$ cat src/rtl/title_type_sequencer.sv
// Title typewriter scheduler: types letters in, holds the full line with a blinking cursor, erases, repeats.
// Latency: vsync edge -> tick 1 clk -> outputs 1 clk later; no backpressure, all outputs registered.
module title_type_sequencer #(
  parameter int NUM_LETTERS     = 17,
  parameter int FRAMES_PER_CHAR = 8,
  parameter int HOLD_FRAMES     = 180,
  parameter int BLINK_FRAMES    = 30,
  parameter int VSYNC_ACT_LOW   = 1,
  localparam int IW             = $clog2(NUM_LETTERS + 1)
) (
  input  logic                   clk,
  input  logic                   rst_n,
  input  logic                   vsync,
  input  logic                   enable,
  input  logic                   restart,
  output logic [NUM_LETTERS-1:0] letter_en,
  output logic [IW-1:0]          cursor_idx,
  output logic                   cursor_on,
  output logic [1:0]             state
);

  typedef enum logic [1:0] {
    S_IDLE  = 2'b00,
    S_TYPE  = 2'b01,
    S_HOLD  = 2'b10,
    S_ERASE = 2'b11
  } state_e;

  localparam int FMAX = (FRAMES_PER_CHAR > HOLD_FRAMES) ? FRAMES_PER_CHAR : HOLD_FRAMES;
  localparam int FW   = $clog2(FMAX + 1);
  localparam int BW   = $clog2(BLINK_FRAMES + 1);

  localparam logic [FW-1:0] FPC_LAST   = FW'(FRAMES_PER_CHAR - 1);
  localparam logic [FW-1:0] HOLD_LAST  = FW'(HOLD_FRAMES - 1);
  localparam logic [BW-1:0] BLINK_LAST = BW'(BLINK_FRAMES - 1);
  localparam logic [IW-1:0] IDX_FULL   = IW'(NUM_LETTERS);
  localparam logic [IW-1:0] IDX_LAST   = IW'(NUM_LETTERS - 1);
  localparam logic [IW-1:0] IDX_ONE    = IW'(1);

  // vsync normalised so that 1 always means "active"
  logic vs_act;
  logic vs_act_q;
  logic tick_q;

  assign vs_act = (VSYNC_ACT_LOW != 0) ? ~vsync : vsync;

  always_ff @(posedge clk or negedge rst_n) begin
    if (!rst_n) begin
      vs_act_q <= 1'b0;
      tick_q   <= 1'b0;
    end else begin
      vs_act_q <= vs_act;
      tick_q   <= vs_act & ~vs_act_q;
    end
  end

  state_e                 state_q, state_d;
  logic [FW-1:0]          fcnt_q, fcnt_d;
  logic [BW-1:0]          bcnt_q, bcnt_d;
  logic                   phase_q, phase_d;
  logic [IW-1:0]          idx_q, idx_d;
  logic [NUM_LETTERS-1:0] letter_en_q, letter_en_d;
  logic                   cursor_on_q, cursor_on_d;

  always_ff @(posedge clk or negedge rst_n) begin
    if (!rst_n) begin
      state_q     <= S_IDLE;
      fcnt_q      <= '0;
      bcnt_q      <= '0;
      phase_q     <= 1'b0;
      idx_q       <= '0;
      letter_en_q <= '0;
      cursor_on_q <= 1'b0;
    end else begin
      state_q     <= state_d;
      fcnt_q      <= fcnt_d;
      bcnt_q      <= bcnt_d;
      phase_q     <= phase_d;
      idx_q       <= idx_d;
      letter_en_q <= letter_en_d;
      cursor_on_q <= cursor_on_d;
    end
  end

  always_comb begin
    state_d     = state_q;
    fcnt_d      = fcnt_q;
    bcnt_d      = bcnt_q;
    phase_d     = phase_q;
    idx_d       = idx_q;
    letter_en_d = '0;
    cursor_on_d = 1'b0;

    if (!enable) begin
      state_d = S_IDLE;
      fcnt_d  = '0;
      bcnt_d  = '0;
      phase_d = 1'b0;
      idx_d   = '0;
    end else if (restart) begin
      // any frame tick arriving together with restart is dropped here
      state_d = S_TYPE;
      fcnt_d  = '0;
      bcnt_d  = '0;
      phase_d = 1'b1;
      idx_d   = '0;
    end else begin
      unique case (state_q)
        S_IDLE: begin
          state_d = S_TYPE;
          fcnt_d  = '0;
          idx_d   = '0;
        end
        S_TYPE: begin
          if (idx_q >= IDX_FULL) begin
            state_d = S_HOLD;
            idx_d   = IDX_FULL;
            bcnt_d  = '0;
            phase_d = 1'b1;
          end else if (tick_q) begin
            if (fcnt_q == FPC_LAST) begin
              fcnt_d = '0;
              idx_d  = idx_q + IDX_ONE;
              if (idx_q == IDX_LAST) begin
                state_d = S_HOLD;
                bcnt_d  = '0;
                phase_d = 1'b1;
              end
            end else begin
              fcnt_d = fcnt_q + 1'b1;
            end
          end
        end
        S_HOLD: begin
          if (tick_q) begin
            if (bcnt_q == BLINK_LAST) begin
              bcnt_d  = '0;
              phase_d = ~phase_q;
            end else begin
              bcnt_d = bcnt_q + 1'b1;
            end
            if (fcnt_q == HOLD_LAST) begin
              fcnt_d  = '0;
              state_d = S_ERASE;
            end else begin
              fcnt_d = fcnt_q + 1'b1;
            end
          end
        end
        S_ERASE: begin
          if (tick_q) begin
            if (idx_q != '0) begin
              idx_d = idx_q - IDX_ONE;
            end
            if (idx_q <= IDX_ONE) begin
              state_d = S_TYPE;
            end
          end
        end
        default: state_d = S_IDLE;
      endcase
    end

    if (state_d != state_q) begin
      fcnt_d = '0;
    end

    // mask is derived from the cursor so it can only ever be a thermometer code
    for (int i = 0; i < NUM_LETTERS; i++) begin
      letter_en_d[i] = (IW'(i) < idx_d);
    end

    unique case (state_d)
      S_TYPE, S_ERASE: cursor_on_d = 1'b1;
      S_HOLD:          cursor_on_d = phase_d;
      default:         cursor_on_d = 1'b0;
    endcase
  end

  assign letter_en  = letter_en_q;
  assign cursor_idx = idx_q;
  assign cursor_on  = cursor_on_q;
  assign state      = state_q;

endmodule
$ cat config.mk
export PLATFORM = sky130hd
export DESIGN_NAME = title_type_sequencer
export DESIGN_NICKNAME = d
export VERILOG_FILES = /design/src/rtl/title_type_sequencer.sv
export SDC_FILE = /design/constraint.sdc
export NUM_CORES = 1
export LEC_CHECK = 0
export CAP_MARGIN = 0
export CORE_MARGIN = 10
export CORE_UTILIZATION = 60
export DETAILED_ROUTE_END_ITERATION = 12
export PLACE_DENSITY = 0.91
export SLEW_MARGIN = 40
export SYNTH_ARGS = -nofsm -noshare
export SYNTH_HDL_FRONTEND = slang
export SYNTH_SLANG_ARGS = --single-unit
$ cat constraint.sdc
create_clock -name clk -period 3.5 [get_ports clk]
set_input_delay 0.35 -clock clk [delete_from_list [all_inputs] [get_ports clk]]
set_output_delay 0.35 -clock clk [all_outputs]
set_load 0.05 [all_outputs]
==> metrics.csv <==
stage;metric;value;unit
synthesis;most common cell in the netlist;dfrtp_1;
layout;final cell count without fillers;334;
setup_path;flop-to-flop setup slack;580;ps
synthesis;Mapped Area;0.00248;mm^2
hold_path;worst hold path class;in2async;
timing;Setup-failing EPs final;0;
timing;setup TNS;0;ps
setup_path;CP top delay family;buffers and inverters;
grt;largest net degree at the start of global routing;41;
grt;number of global-route vias before repair;2149;
timing;Final min period;2920;ps
drt;vias per inst;6.58;
floorplanning;Rows;23;
timing;Worst-Margin Slew;608;ps
timing;RSZ-0062 raised after global routing;false;
synthesis;Cells after Synth;256;
cts;hold_buf cts;0;
grt;global-route wire length before repair;10800;um
setup_path;CP most frequent cell;inv_1;
timing;Final WS setup;582;ps
layout;Final Cell Area;0.00291;mm^2
layout;Antenna Diode Count;0;
setup_path;CP cell instances;inv_1 -> ha_1 -> clkinv_1 -> o221ai_2 -> inv_1 -> nor2_2 -> o21ai_1;
layout;area delta synth->final;17.1;%
setup_path;Crit. End Element;flop;
synthesis;number of synthesized flops with an enable pin;0;
placement;cell count after placement;326;
placement;cell area after placement;0.00279;mm^2
grt;GR Util All Layers;0.178;
synthesis;Post-Synth Simple-Gate Area;0.241;
cts;clock sinks;40;
setup_path;Crit path buffers/inverters;3;
floorplanning;Die X;84.3;um
timing;final hold vios;0;
synthesis;largest family of logic cells by synthesized area;simple AND/OR/NAND/NOR gates;
cts;Num CTS Buffers;5;
synthesis;YS warnings;0;
placement;DPL Wire Length;4330;um
timing;worst slew margin relative to its limit;0.595;
synthesis;prevailing post-synth register cell;dfrtp_1;
floorplanning;Die Area;0.00711;mm^2
timing;Fmax;343;MHz
setup_path;Worst Path Required;3670;ps
setup_path;Setup crit start;state[0];
setup_path;RR Startpoint;state[0];
synthesis;commonest cells in the netlist;dfrtp_1 (40), nand2_1 (17), nor2_1 (15), a21oi_1 (14);
grt;initial antenna violation count;0;
cts;Clock Latency Late Sink;300;ps
placement;pre-CTS setup slack;632;ps
synthesis;Synth top area share;0.403;
cts;Worst-path clk slew;90;ps
synthesis;Avg Cell Area, Syn;9.70;um^2
floorplanning;starting density of the core;0.621;
setup_path;crit path max fanout;17;
cts;CTS resizes;0;
synthesis;post-synthesis register bit count;40;
cts;CTS max path bufs;2;
placement;RD Place Congestion;0.941;
synthesis;Synth Area in Adders;0.0554;
placement;port bufs;29;
floorplanning;IO Pins;30;
run_status;status;finished, final reports clean;
synthesis;sequential area share after synthesis;0.403;
drt;final wirelength;6360;um
pwr;Leak Pwr;1.26;nW
setup_path;Crit path largest cell delay;570;ps
layout;final core utilization;0.727;
synthesis;xor/xnor cell area share of the yosys netlist;0.0176;
setup_path;CP startpoint kind;flop;
drt;DR WL/cell;19.0;um
floorplanning;core area;0.00400;mm^2
layout;layout net count;299;
timing;Pins Over Slew Limit;0;
floorplanning;height of the chip;84.3;um
synthesis;mux contribution to synthesized area;0.0126;
timing;Clock Skew;9.47;ps
cts;root buffer cell;clkbuf_8;
drt;Antenna Violating Nets Remaining;0;
cts;CTS tree;yes;
drt;drt initial violations;300;
pwr;VDD IR max;0.000289;V
pwr;Pwr Density;324;mW/mm^2
drt;First-pass DRT Iterations;5;
synthesis;Post-Syn Nets;272;
setup_path;Worst EP arrival;3080;ps
layout;fillers;293;
setup_path;number of cells on the critical path;7;
drt;DRC Markers;0;
setup_path;Worst R2R Path Depth;7;
synthesis;Synth cell types;65;
setup_path;reg2reg end;letter_en[6];
cts;Post-CTS Setup Repair Bufs;0;
layout;Sequential Area;0.00100;mm^2
drt;DR vias;2197;
layout;Multi-input gate area;0.00137;mm^2
synthesis;Synth area leader;dfrtp_1;
synthesis;Async S/R FF share, synth;1.00;
synthesis;leading post-synthesis cells by cell area;dfrtp_1 (40%), ha_1 (5.5%), a21oi_1 (2.8%), nand3_1 (2.6%), nand2_1 (2.6%);
setup_path;Critical Path End;letter_en[6];
grt;grt ovf;0;
timing;final critical-path share of the clock period;0.834;
layout;layout cells sized above 1;0.113;
synthesis;post-synthesis compound-gate area fraction;0.226;
job;maxcap violations;0;
setup_path;CP Class;reg2reg;
setup_path;CP max stage cell;ha_1;
cts;CTS HTree Levels;2;
per-stage QoR:
stage	hold WS, ps	total power [W]
floorplan	54.4	0.000524
finish	3.54	0.000941
global route	38.2	0.000972
global placement	382	0.000553
CTS	26.3	0.000943
detailed placement	354	0.000555
how the worst min path moves through the flow:
stage	endpoint	slack, ps
2_1_floorplan	bcnt_q[0]	50
3_3_place_gp	tick_q	380
3_5_place_dp	fcnt_q[5]	350
4_1_cts	tick_q	30
5_1_grt	tick_q	40
6_report	tick_q	4
metal layers:
metal  global-route usage  vias to the layer above  share of wire
met5                    0                        -              0
met4               0.0554                        0          0.022
met3               0.0560                       15          0.091
met2                0.292                      116           0.48
met1                0.218                     1070           0.41
li1                     -                      996              -
layout by cell type (no fill, tap or decap), types with 2 or more instances in the layout:
master	n
a21o_1	3
a21oi_1	14
a22oi_1	2
a311oi_1	2
a31oi_1	6
and3_1	5
buf_4	3
clkbuf_8	5
clkdlybuf4s50_1	28
dfrtp_1	40
ha_1	11
inv_1	13
mux2i_1	2
nand2_1	17
nand2b_1	6
nand3_1	13
nand4_1	5
nor2_1	15
nor2b_1	9
nor3_1	4
nor3_2	5
nor3b_1	4
nor4b_2	2
nor4bb_1	2
o211ai_1	4
o21a_1	2
o21ai_0	12
o21ai_1	4
o21bai_1	2
o22ai_1	2
o31ai_1	3
xnor2_1	5
flip-flops by register name, indices dropped and copies added, names as in the netlist:
name and cells:
bcnt_q 5, cursor_idx 4, cursor_on 1, fcnt_q 8
letter_en 17, phase_q 1, state 2, tick_q 1
vs_act_q 1
kinds of logic (layout without fill, tap and decap cells):
logic type               Yosys count  after routing
buffers and inverters             26             54
XOR/XNOR                           5              5
flip-flops                        40             40
AND/OR/NAND/NOR                   99             99
adder cells (fa/ha/maj)           11             11
AO/OA/AOI/OAI                     72             72
multiplexers                       3              3
final cells by class:
type | instances | share of cell area
Timing Repair Buffer | 31 | 0.104
Sequential cell | 40 | 0.344
Tap cell | 50 | 0.0215
Clock buffer | 5 | 0.0237
Inverter | 15 | 0.0194
Clock inverter | 3 | 0.0159
Multi-Input combinational cell | 190 | 0.471
power by group:
part	leakage [nW]	switching, W	internal, W
Clock	0.0548	0.000180	0.000215
Combinational	0.655	0.0000509	0.0000246
Sequential	0.551	0.00000517	0.000466
No activity file was read; power rests on OpenSTA's default activity.
